File: config.mk
export PLATFORM = sky130hd
export DESIGN_NAME = puzzle_move_gen
export DESIGN_NICKNAME = d
export VERILOG_FILES = /design/src/rtl/puzzle_pkg.sv /design/src/rtl/puzzle_next_cell.sv /design/src/rtl/puzzle_move_gen.sv
export SDC_FILE = /design/constraint.sdc
export NUM_CORES = 1
export LEC_CHECK = 0
export BUFFER_PORTS_ARGS = -buffer_cell sky130_fd_sc_hd__buf_2
export CAP_MARGIN = 20
export CORE_ASPECT_RATIO = 1.1
export CORE_UTILIZATION = 52
export DETAILED_ROUTE_END_ITERATION = 6
export GPL_TIMING_DRIVEN = 0
export PLACE_DENSITY = 0.8
export SLEW_MARGIN = 10
export SYNTH_ARGS = -nofsm -noshare
export SYNTH_HDL_FRONTEND = slang
export SYNTH_SLANG_ARGS = --single-unit
File: constraint.sdc
create_clock -name clock -period 7.31 [get_ports clock]
set_clock_uncertainty 0.15 [all_clocks]
set_input_delay 0.731 -clock clock [delete_from_list [all_inputs] [get_ports clock]]
set_output_delay 0.731 -clock clock [all_outputs]
set_load 0.01 [all_outputs]
File: src/rtl/puzzle_pkg.sv
// Shared types for the 2x4 slider-puzzle move generator: cells, directions,
// command opcodes, FSM states and the GOTO path-direction helper.
package puzzle_pkg;

    localparam int ROWS = 2;
    localparam int COLS = 4;

    typedef logic [2:0] cell_t;

    typedef enum logic [1:0] {
        UP    = 2'd0,
        DOWN  = 2'd1,
        LEFT  = 2'd2,
        RIGHT = 2'd3
    } dir_e;

    typedef enum logic {
        STEP = 1'b0,
        GOTO = 1'b1
    } op_e;

    typedef enum logic {
        S_IDLE = 1'b0,
        S_MOVE = 1'b1
    } state_e;

    // Column is closed first, then the single row change.
    function automatic dir_e path_dir(input cell_t cur, input cell_t tgt);
        if (cur[1:0] < tgt[1:0])
            return RIGHT;
        else if (cur[1:0] > tgt[1:0])
            return LEFT;
        else if (cur[2])
            return UP;
        else
            return DOWN;
    endfunction

endpackage

File: src/rtl/puzzle_next_cell.sv
// Combinational neighbour lookup: where the blank lands when it moves in a
// given direction, and whether that move stays on the 2x4 board.
module puzzle_next_cell
    import puzzle_pkg::*;
(
    input  cell_t i_cell,
    input  dir_e  i_dir,
    output cell_t o_next,
    output logic  o_legal
);

    logic       w_row;
    logic [1:0] w_col;

    assign w_row = i_cell[2];
    assign w_col = i_cell[1:0];

    always_comb begin
        o_next  = i_cell;
        o_legal = 1'b0;
        unique case (i_dir)
            UP: begin
                o_legal = (w_row == 1'(ROWS - 1));
                o_next  = i_cell - cell_t'(COLS);
            end
            DOWN: begin
                o_legal = (w_row == 1'b0);
                o_next  = i_cell + cell_t'(COLS);
            end
            LEFT: begin
                o_legal = (w_col != 2'd0);
                o_next  = i_cell - cell_t'(1);
            end
            RIGHT: begin
                o_legal = (w_col != 2'(COLS - 1));
                o_next  = i_cell + cell_t'(1);
            end
        endcase
    end

endmodule

File: src/rtl/puzzle_move_gen.sv
// Move generator for the 2x4 slider puzzle: expands STEP/GOTO commands into
// legal moves, one per handshake. Macro PUZZLE_MOVE_GEN_COUNT_EN enables move_count.
module puzzle_move_gen
    import puzzle_pkg::*;
#(
    parameter int INIT_BLANK = 0,
    parameter int CNT_W      = 16
) (
    input  logic             clock,
    input  logic             reset,
    input  logic             cmd_valid,
    output logic             cmd_ready,
    input  logic             cmd_op,
    input  logic [2:0]       cmd_arg,
    output logic             mv_valid,
    input  logic             mv_ready,
    output logic [2:0]       from,
    output logic [2:0]       to,
    output logic [2:0]       blank,
    output logic             busy,
    output logic             err,
    output logic [CNT_W-1:0] move_count
);

    localparam cell_t INIT_CELL = cell_t'(INIT_BLANK);

    state_e r_state;
    state_e w_state_nxt;
    logic   r_walk;
    cell_t  r_target;
    cell_t  r_blank;
    cell_t  r_from;
    cell_t  r_to;
    logic   r_mv_valid;
    logic   r_err;

    cell_t  w_cell;
    cell_t  w_tgt;
    dir_e   w_dir;
    cell_t  w_next;
    logic   w_legal;
    logic   w_load;
    logic   w_err_nxt;
    logic   w_accept;
    logic   w_hs;

    assign w_accept = cmd_valid && (r_state == S_IDLE);
    assign w_hs     = mv_ready && (r_state == S_MOVE);

    // In IDLE the lookup starts from the committed blank; in MOVE it starts
    // from the cell the blank occupies once the pending move is consumed.
    always_comb begin
        w_cell = r_blank;
        w_tgt  = cmd_arg;
        if (r_state == S_MOVE) begin
            w_cell = r_from;
            w_tgt  = r_target;
        end
        w_dir = path_dir(w_cell, w_tgt);
        if (r_state == S_IDLE && op_e'(cmd_op) == STEP)
            w_dir = dir_e'(cmd_arg[1:0]);
    end

    puzzle_next_cell u_next_cell (
        .i_cell  (w_cell),
        .i_dir   (w_dir),
        .o_next  (w_next),
        .o_legal (w_legal)
    );

    always_comb begin
        w_state_nxt = r_state;
        w_load      = 1'b0;
        w_err_nxt   = 1'b0;
        unique case (r_state)
            S_IDLE: begin
                if (cmd_valid) begin
                    if (op_e'(cmd_op) == STEP) begin
                        if (w_legal) begin
                            w_load      = 1'b1;
                            w_state_nxt = S_MOVE;
                        end else begin
                            w_err_nxt = 1'b1;
                        end
                    end else if (cmd_arg != r_blank) begin
                        w_load      = 1'b1;
                        w_state_nxt = S_MOVE;
                    end
                end
            end
            S_MOVE: begin
                if (mv_ready) begin
                    if (r_walk && (r_from != r_target))
                        w_load = 1'b1;
                    else
                        w_state_nxt = S_IDLE;
                end
            end
        endcase
    end

    always_ff @(posedge clock) begin
        if (reset) begin
            r_state    <= S_IDLE;
            r_walk     <= 1'b0;
            r_target   <= '0;
            r_blank    <= INIT_CELL;
            r_from     <= '0;
            r_to       <= '0;
            r_mv_valid <= 1'b0;
            r_err      <= 1'b0;
        end else begin
            r_state    <= w_state_nxt;
            r_err      <= w_err_nxt;
            r_mv_valid <= (w_state_nxt == S_MOVE);
            if (w_hs)
                r_blank <= r_from;
            if (w_load) begin
                r_to   <= w_cell;
                r_from <= w_next;
            end
            if (w_accept) begin
                r_walk   <= (op_e'(cmd_op) == GOTO);
                r_target <= cmd_arg;
            end
        end
    end

`ifdef PUZZLE_MOVE_GEN_COUNT_EN
    logic [CNT_W-1:0] r_count;

    always_ff @(posedge clock) begin
        if (reset)
            r_count <= '0;
        else if (w_hs && (r_count != '1))
            r_count <= r_count + CNT_W'(1);
    end

    assign move_count = r_count;
`else
    assign move_count = '0;
`endif

    assign cmd_ready = (r_state == S_IDLE);
    assign busy      = (r_state == S_MOVE);
    assign mv_valid  = r_mv_valid;
    assign from      = r_from;
    assign to        = r_to;
    assign blank     = r_blank;
    assign err       = r_err;

endmodule

==> results.sh, run 1 <==
export IMPL_gp_congestion=0.8439
export IMPL_cts_resized=0
export IMPL_synth_cell_types=43
export IMPL_pwr_share_seq_pct=40.6
export IMPL_post_cts_buffers=0
export IMPL_synth_ff_type="dfxtp_1"
export IMPL_fin_crit_sh_pct=52.75
export IMPL_cts_num_sinks=15
export IMPL_worst_setup_path_start_kind="flop"
export IMPL_drive_gt1_share_pct=30.81
export IMPL_synth_area_leaders="dfxtp_1 (24%), buf_4 (11%), mux2_2 (5.4%)"
export IMPL_cts_buffers=3
export IMPL_first_global_vias=988
export IMPL_dieArea_um2=2597
export IMPL_grtUsageMet1_pct=25.77
export IMPL_firstDrtPassIters=4
export IMPL_synth_area_per_cell_um2=8.364
export IMPL_synth_top_area_share_pct=24.10
export IMPL_drc=0
export IMPL_die_width_um=48.68
export IMPL_synth_edf_count=0
export IMPL_n_antenna_cell=0
export IMPL_tns_ns=0
export IMPL_critPathMaxFanout=10
export IMPL_ys_seq_area_share_pct=24.10
export IMPL_start_util_pct=55.33
export IMPL_maxCapViolCount=0
export IMPL_worstMarginPinSlew_ns=0.5287
export IMPL_internal_power_mw=0.1484
export IMPL_drt_iter0_markers=21
export IMPL_antenna_found_initial=0
export IMPL_yosysTopAreaCell="dfxtp_1"
export IMPL_clkTransAtPathRegs_ns=0.10
export IMPL_synthTopCellsByCount="buf_4 (18), dfxtp_1 (15), nand2_1 (13)"
export IMPL_post_dp_hpwl_um=2141
export IMPL_sw_frac_of_total_pct=36.86
export IMPL_clockPowerShare_pct=21.2
export IMPL_wl_um=2791
export IMPL_synthMostInstantiatedCell="buf_4"
export IMPL_criticalPathCategory="reg -> reg"
export IMPL_use_met3_pct=3.448
export IMPL_synthArstFlopShare_pct=0
export IMPL_setup_violations=0
export IMPL_slew_limit_headroom_pct=63.75
export IMPL_syn_inst=149
export IMPL_ioPinCount=37
export IMPL_p_per_area_nw_per_um2=161.8
export IMPL_die_y_um=53.35
export IMPL_clk_latency_ns=0.30
export IMPL_coreArea_um2=2252
export IMPL_vias_per_cell=5.228
export IMPL_yosysWarnings=0
export IMPL_layout_cells_non_filler=215
export IMPL_ant_nets=0
export IMPL_cts_max_level=1
export IMPL_power_frac_comb_pct=38.2
export IMPL_use_met2_pct=43.29
export IMPL_grt_pass1_wl_um=4471
export IMPL_grt_usage_pct=22.89
export IMPL_post_drt_wl_per_cell_um=12.98
export IMPL_syn_area_um2=1246
export IMPL_area_delta_synth_final_pct=16.57
export IMPL_whs_ns=0.3757
export IMPL_top_usage_layer="met2"
export IMPL_grt_max_degree=11
export IMPL_ctsHoldBuffers=0
export IMPL_p_switching_mw=0.08663
export IMPL_grt_overflow=0
export IMPL_slew_violations=0
export IMPL_ys_ff_latch=15
export IMPL_hold_viol=0
export IMPL_status="finished clean"
export IMPL_cts_path_max_buffers=2
export IMPL_cp_required_ns=7.38
export IMPL_rsz0062_at_grt="false"
export IMPL_layout_nets=197
export IMPL_crit_arrival_ns=3.92
export IMPL_port_buffers=17
export IMPL_worst_ir_drop_vdd_mv=0.1425
export IMPL_min_period_ns=3.856
export IMPL_row_count=18
export IMPL_max_freq_ghz=0.2593
export IMPL_cp_end_kind="flop"
export IMPL_cts_root_buf="clkbuf_4"
export IMPL_vias=1124
export IMPL_p_leak_nw=0.7082
export IMPL_tritoncts="yes"
export IMPL_min_path_type="reg -> reg"
export IMPL_place_inst=211
## state kept, by name (all words and copies together), names as in the netlist
register,cells
r_target,3
blank,3
r_walk,1
to,3
from,3
mv_valid,1
err,1
## routing by layer
| layer | vias to the layer above | part of all wire [%] |
|---|---|---|
| li1 | 554 | - |
| met1 | 504 | 39 |
| met2 | 58 | 52 |
| met3 | 8 | 8.3 |
| met4 | 0 | 1.4 |
| met5 | - | 0 |
## area by class of cell
cell class / instances / area (µm²)
tap: 30 / 37.54
sequential: 15 / 300.3
fill: 200 / 799.5
buffer: 25 / 172.7
timing repair buffer: 17 / 85.08
inverter: 4 / 15.01
clock inverter: 1 / 5.005
multi-input combinational: 120 / 814.5
clock buffer: 3 / 22.52
## logic make-up (layout without fill, tap and decap cells)
logic type / count (synthesis) / after routing / share of synthesized area, %
and+or+nand+nor: 51 / 51 / 21.89
DFF: 15 / 15 / 24.10
buffers and inverters: 29 / 50 / 15.06
muxes: 13 / 13 / 11.34
other: 1 / 16 / 0.3009
adders and majority gates: 3 / 3 / 3.614
xor gates and xnor gates: 8 / 8 / 5.623
AOI/OAI and AO/OA: 29 / 29 / 18.07
## path summary, 6_finish.rpt
check / slack (ns) / to / depth (start not counted) / startpoint
hold / removal: 0.38 / r_walk / 2 / r_walk
setup / recovery: 3.45 / from[2] / 13 / mv_valid
setup reg to reg: 3.45 / from[2] / 13 / mv_valid
hold reg to reg: 0.38 / r_walk / 2 / r_walk
## cell usage in the layout, fill, tap and decap left out, types with 3 or more instances in the layout
| master | n |
|---|---|
| dfxtp_1 | 15 |
| clkbuf_4 | 3 |
| mux2_2 | 6 |
| buf_2 | 20 |
| nor2b_1 | 7 |
| nand2_1 | 13 |
| xor2_1 | 7 |
| conb_1 | 16 |
| nand3_1 | 3 |
| buf_4 | 18 |
| a21oi_1 | 10 |
| nand2b_1 | 3 |
| nor2_1 | 12 |
| mux2i_1 | 6 |
| inv_1 | 4 |
| clkbuf_1 | 3 |
| nor3_1 | 4 |
## power groups by stage
stage | combinational [mW] | sequential, mW | clock [mW]
after floorplan | 0.0700 | 0.0969 | 0
after global placement | 0.0860 | 0.0971 | 0
after detailed placement | 0.0887 | 0.0971 | 0
after CTS | 0.0892 | 0.0952 | 0.0505
after global routing | 0.0981 | 0.0965 | 0.0529
final | 0.0898 | 0.0955 | 0.0498
## worst max-delay path, cell delays in order (launching register included)
cell and delay, ns:
dfxtp_1 0.44, buf_6 0.18, buf_4 0.20, mux2i_1 0.50, ha_1 0.32, and2_1 0.21, a221oi_4 0.31, a21oi_1 0.10
fa_1 0.47, or2_2 0.32, o211a_1 0.23, nand2_1 0.09, xnor2_1 0.07, o31ai_1 0.19
## stage by stage
step / power (mW) / utilization, % / worst slack, ns / cell area [µm²]
2_1_floorplan: 0.1669 / - / 3.807 / 1303
6_report: 0.2350 / 64.50 / 3.454 / 1453
3_3_place_gp: 0.1831 / 63.28 / 3.594 / 1425
4_1_cts: 0.2349 / 64.50 / 3.454 / 1453
3_5_place_dp: 0.1858 / 63.28 / 3.487 / 1425
5_1_grt: 0.2475 / 64.50 / 3.252 / 1453
(Power assumes the default switching activity.)
==> run 2, diff against run 1 <==
CORE_UTILIZATION = 51   (was 52)
PLACE_DENSITY = 0.79   (was 0.8)
clock period = 3.7 ns   (was 7.31 ns; I/O delays follow)
==> run 2 against run 1 <==
Final area rose by 0.95%; combinational power up 99%; sequential share of layout area is 0.11 points lower; die area grew 1.9%; register-to-register slack worse by 3.3 ns; critical path type unchanged; critical endpoint unchanged.
==> results.sh, run 2 (same netlist as run 1, synthesis figures left out) <==
export IMPL_drt_iter0_markers=27
export IMPL_critPathMaxFanout=19
export IMPL_start_util_pct=54.79
export IMPL_use_met3_pct=2.542
export IMPL_cts_max_level=1
export IMPL_post_dp_hpwl_um=2118
export IMPL_layout_nets=196
export IMPL_tritoncts="yes"
export IMPL_maxCapViolCount=0
export IMPL_slowest_stage="fa_1"
export IMPL_grt_usage_pct=21.25
export IMPL_cp_required_ns=3.75
export IMPL_post_cts_buffers=0
export IMPL_final_common_cell="buf_2"
export IMPL_slew_violations=0
export IMPL_cp_cell_sequence="buf_8 > mux2i_4 > inv_1 > ha_1 > and2_1 > a221oi_4 > a21oi_1 > fa_1 > or2_2 > o211a_1 > nand2_1 > xnor2_1 > o31ai_1"
export IMPL_grt_max_degree=20
export IMPL_cts_root_buf="clkbuf_4"
export IMPL_port_buffers=17
export IMPL_min_period_ns=3.569
export IMPL_firstDrtPassIters=4
export IMPL_vias_per_cell=5.271
export IMPL_post_drt_wl_per_cell_um=12.64
export IMPL_worst_ir_drop_vdd_mv=0.2524
export IMPL_drc=0
export IMPL_crit_family="compound AO/OA/AOI/OAI gates"
export IMPL_top_usage_layer="met2"
export IMPL_gp_congestion=0.8590
export IMPL_dieArea_um2=2645
export IMPL_crit_arrival_ns=3.62
export IMPL_area_delta_synth_final_pct=17.67
export IMPL_criticalPathCategory="reg -> reg"
export IMPL_grt_overflow=0
export IMPL_wl_um=2705
export IMPL_cts_num_sinks=15
export IMPL_min_path_type="in -> reg"
export IMPL_layout_common_cells="buf_2 (20), buf_4 (17), conb_1 (16)"
export IMPL_slowest_delay_ns=0.47
export IMPL_first_global_vias=941
export IMPL_worst_setup_path_start_kind="flop"
export IMPL_die_width_um=49.13
export IMPL_cts_buffers=3
export IMPL_rsz0062_at_grt="false"
export IMPL_worstMarginPinSlew_ns=0.5477
export IMPL_power_mw=0.4676
export IMPL_p_per_area_nw_per_um2=318.9
export IMPL_die_y_um=53.85
export IMPL_fin_util_pct=64.47
export IMPL_clkTransAtPathRegs_ns=0.10
export IMPL_drive_gt1_share_pct=32.07
export IMPL_grtUsageMet1_pct=22.58
export IMPL_fin_crit_sh_pct=96.45
export IMPL_design_area_um2=1466
export IMPL_antenna_found_initial=0
export IMPL_hold_viol=0
export IMPL_placedInstanceArea_um2=1425
export IMPL_tns_ns=0
export IMPL_path_buf_inv=2
export IMPL_slew_limit_headroom_pct=63.31
export IMPL_cp_end_kind="flop"
export IMPL_p_leak_nw=0.7050
export IMPL_grt_pass1_wl_um=4160
export IMPL_vias=1128
export IMPL_use_met2_pct=41.32
export IMPL_coreArea_um2=2275
export IMPL_max_freq_ghz=0.2802
export IMPL_ant_nets=0
export IMPL_cts_path_max_buffers=2
export IMPL_status="finished clean"
export IMPL_clk_latency_ns=0.29
export IMPL_n_antenna_cell=0
export IMPL_setup_violations=0
export IMPL_row_count=18
export IMPL_ioPinCount=37
==> run 2: path summary, 6_finish.rpt <==
check | start | to | slack (ns) | cells past startpoint
hold / removal | cmd_arg[2] | r_target[2] | 0.19 | 3
setup reg to reg | mv_valid | from[2] | 0.13 | 13
setup / recovery | mv_valid | from[2] | 0.13 | 13
hold reg to reg | r_walk | r_walk | 0.36 | 2
==> run 2: timing repair <==
| item | in CTS | in global routing |
|---|---|---|
| hold buffers | 0 | 0 |
| setup endpoints to repair | 1 | 1 |
| resized for setup | 4 | 1 |
==> run 2: per-layer routing <==
metal,up-vias,wire length (µm),share of wire [%]
met1,526,1098,41
met3,8,115,4.3
met2,43,1419,52
li1,551,-,-
met5,-,0,0
met4,0,72,2.7
==> run 2: power breakdown <==
group / total (mW) / leakage (nW) / internal (mW) / switching [mW]
registers: 0.191 / 0.123 / 0.172 / 0.0186
logic: 0.179 / 0.565 / 0.0820 / 0.0966
clock network: 0.0980 / 0.0177 / 0.0402 / 0.0578
==> run 2: area by class of cell <==
type | instances | area (µm²)
fill | 204 | 808.3
tap | 30 | 37.54
clock inverter | 1 | 5.005
inverter | 4 | 15.01
clock buffer | 3 | 22.52
sequential | 15 | 301.5
buffer | 24 | 168.9
multi-input combinational | 120 | 830.8
timing repair buffer | 17 | 85.08
==> run 2: tightest hold or removal path, cell delays in order <==
cell and delay (ns):
buf_2 0.09, mux2i_1 0.06, nor2_1 0.08
==> run 2: stage by stage <==
step | hold WS (ns) | setup slack, ns | instances
finish | 0.1938 | 0.1312 | 214
global route | 0.2066 | 0.0004237 | 214
CTS | 0.1967 | 0.1316 | 214
detailed placement | 0.3503 | -0.1381 | 211
global placement | 0.3389 | -0.007941 | 211
floorplan | 0.3135 | 0.1972 | 164
==> run 3, diff against run 2 <==
PLACE_DENSITY = 0.84   (was 0.79)
==> run 3 against run 2 <==
Wire length grew 8.0%; sequential cell count is the same; clock-buffer cell count is the same; critical endpoint unchanged; largest cell class unchanged.
==> results.sh, run 3 (same netlist as run 1, synthesis figures left out) <==
export IMPL_status="finished clean"
export IMPL_coreArea_um2=2275
export IMPL_cts_max_level=1
export IMPL_hold_viol=0
export IMPL_clkTransAtPathRegs_ns=0.10
export IMPL_cts_num_sinks=15
export IMPL_grt_overflow=0
export IMPL_ioPinCount=37
export IMPL_fin_crit_sh_pct=94.97
export IMPL_tritoncts="yes"
export IMPL_worst_ir_drop_vdd_mv=0.2548
export IMPL_p_per_area_nw_per_um2=323.5
export IMPL_wl_um=2921
export IMPL_crit_arrival_ns=3.56
export IMPL_r2r_cells=13
export IMPL_p_leak_nw=0.7038
export IMPL_slew_limit_headroom_pct=63.92
export IMPL_pre_cts_ws_ns=-0.1071
export IMPL_post_dp_hpwl_um=2209
export IMPL_layout_nets=196
export IMPL_criticalPathCategory="reg -> reg"
export IMPL_firstDrtPassIters=4
export IMPL_vias_per_cell=5.322
export IMPL_grt_usage_pct=22.66
export IMPL_final_common_cell="buf_2"
export IMPL_drive_gt1_share_pct=32.07
export IMPL_layout_common_cells="buf_2 (20), buf_4 (17), conb_1 (16)"
export IMPL_antenna_found_initial=0
export IMPL_fin_util_pct=64.30
export IMPL_port_buffers=17
export IMPL_drt_iter0_markers=37
export IMPL_holdPathEnd="r_target[2]"
export IMPL_ctsHoldBuffers=0
export IMPL_grt_pass1_wl_um=4416
export IMPL_min_path_cells=3
export IMPL_cts_path_max_buffers=2
export IMPL_ant_nets=0
export IMPL_vias=1139
export IMPL_die_y_um=53.85
export IMPL_dieArea_um2=2645
export IMPL_slew_violations=0
export IMPL_start_util_pct=54.79
export IMPL_n_antenna_cell=0
export IMPL_first_global_vias=990
export IMPL_cp_required_ns=3.74
export IMPL_r2r_slack_ns=0.19
export IMPL_maxCapViolCount=0
export IMPL_worstMarginPinSlew_ns=0.5386
export IMPL_seqCellArea_um2=301.5
export IMPL_critPathMaxFanout=19
export IMPL_drc=0
export IMPL_worst_setup_path_start_kind="flop"
export IMPL_min_period_ns=3.514
export IMPL_setup_ws_ns=0.1861
export IMPL_worstHoldStart="cmd_arg[2]"
export IMPL_power_mw=0.4731
export IMPL_die_width_um=49.13
export IMPL_post_drt_wl_per_cell_um=13.65
export IMPL_cts_buffers=3
export IMPL_cts_root_buf="clkbuf_4"
export IMPL_gp_congestion=0.8363
export IMPL_grt_max_degree=11
export IMPL_fillCellCount=204
export IMPL_row_count=18
export IMPL_max_freq_ghz=0.2846
export IMPL_tns_ns=0
export IMPL_setup_violations=0
export IMPL_multiInputGateArea_um2=830.8
export IMPL_r2r_start="mv_valid"
export IMPL_cp_end_kind="flop"
export IMPL_min_path_type="in -> reg"
export IMPL_rsz0062_at_grt="false"
export IMPL_r2r_end="from[2]"
export IMPL_area_delta_synth_final_pct=17.37
export IMPL_clk_latency_ns=0.30
[run 3: cell counts in the layout (fill, tap and decap cells not counted)]
Identical to the previous run, type by type.
[run 3: worst max-delay path by stage]
stage	from	end	slack (ns)	depth (start not counted)
floorplan	mv_valid	from[2]	0.20	14
global placement	mv_valid	from[2]	0.006	14
detailed placement	mv_valid	from[2]	-0.11	14
CTS	mv_valid	from[2]	0.04	14
global route	mv_valid	from[2]	0.003	13
finish	mv_valid	from[2]	0.19	13
[run 3: critical path, stage by stage (launching register included)]
cell      delay, ns
dfxtp_2        0.39
buf_6          0.21
mux2i_4        0.29
inv_1          0.10
ha_1           0.32
and2_1         0.24
a221oi_4       0.31
a21oi_1        0.10
fa_1           0.45
or2_2          0.30
o211a_1        0.22
nand3_1        0.08
a311o_1        0.17
o31ai_1        0.07
[run 3: through the flow]
step                      cells  instance area, µm²  hold WS, ns
after detailed placement    211                1425       0.3569
after floorplan             164                1303       0.3135
after global placement      211                1425       0.3422
final                       214                1463       0.1854
after CTS                   215                1470       0.1945
after global routing        214                1463       0.1952
[run 3: cell type report]
type                       instances  area share [%]
sequential                        15           20.62
multi-input combinational        120           56.80
tap                               30           2.566
timing repair buffer              17           5.817
clock inverter                     1          0.3422
buffer                            24           11.29
clock buffer                       3           1.540
inverter                           4           1.027
[run 3: what timing repair did]
item | 4_1_cts | 5_1_grt
cloned | 0 | 0
setup endpoints to repair | 1 | 1
resized for setup | 4 | 0
setup buffers | 0 | 0
[run 3: where the power goes]
part	internal (mW)	switching (mW)	leakage, nW
clock network	0.0404	0.0615	0.0177
logic	0.0814	0.0992	0.563
registers	0.172	0.0182	0.123
[run 3: routing by layer]
layer  vias up  share of wire (%)  global-route usage [%]
met5         -                  0                       0
met4         0                2.4                   11.76
met3        10                6.1                   3.672
met2        48                 53                   44.29
met1       526                 38                   23.60
li1        555                  -                       -
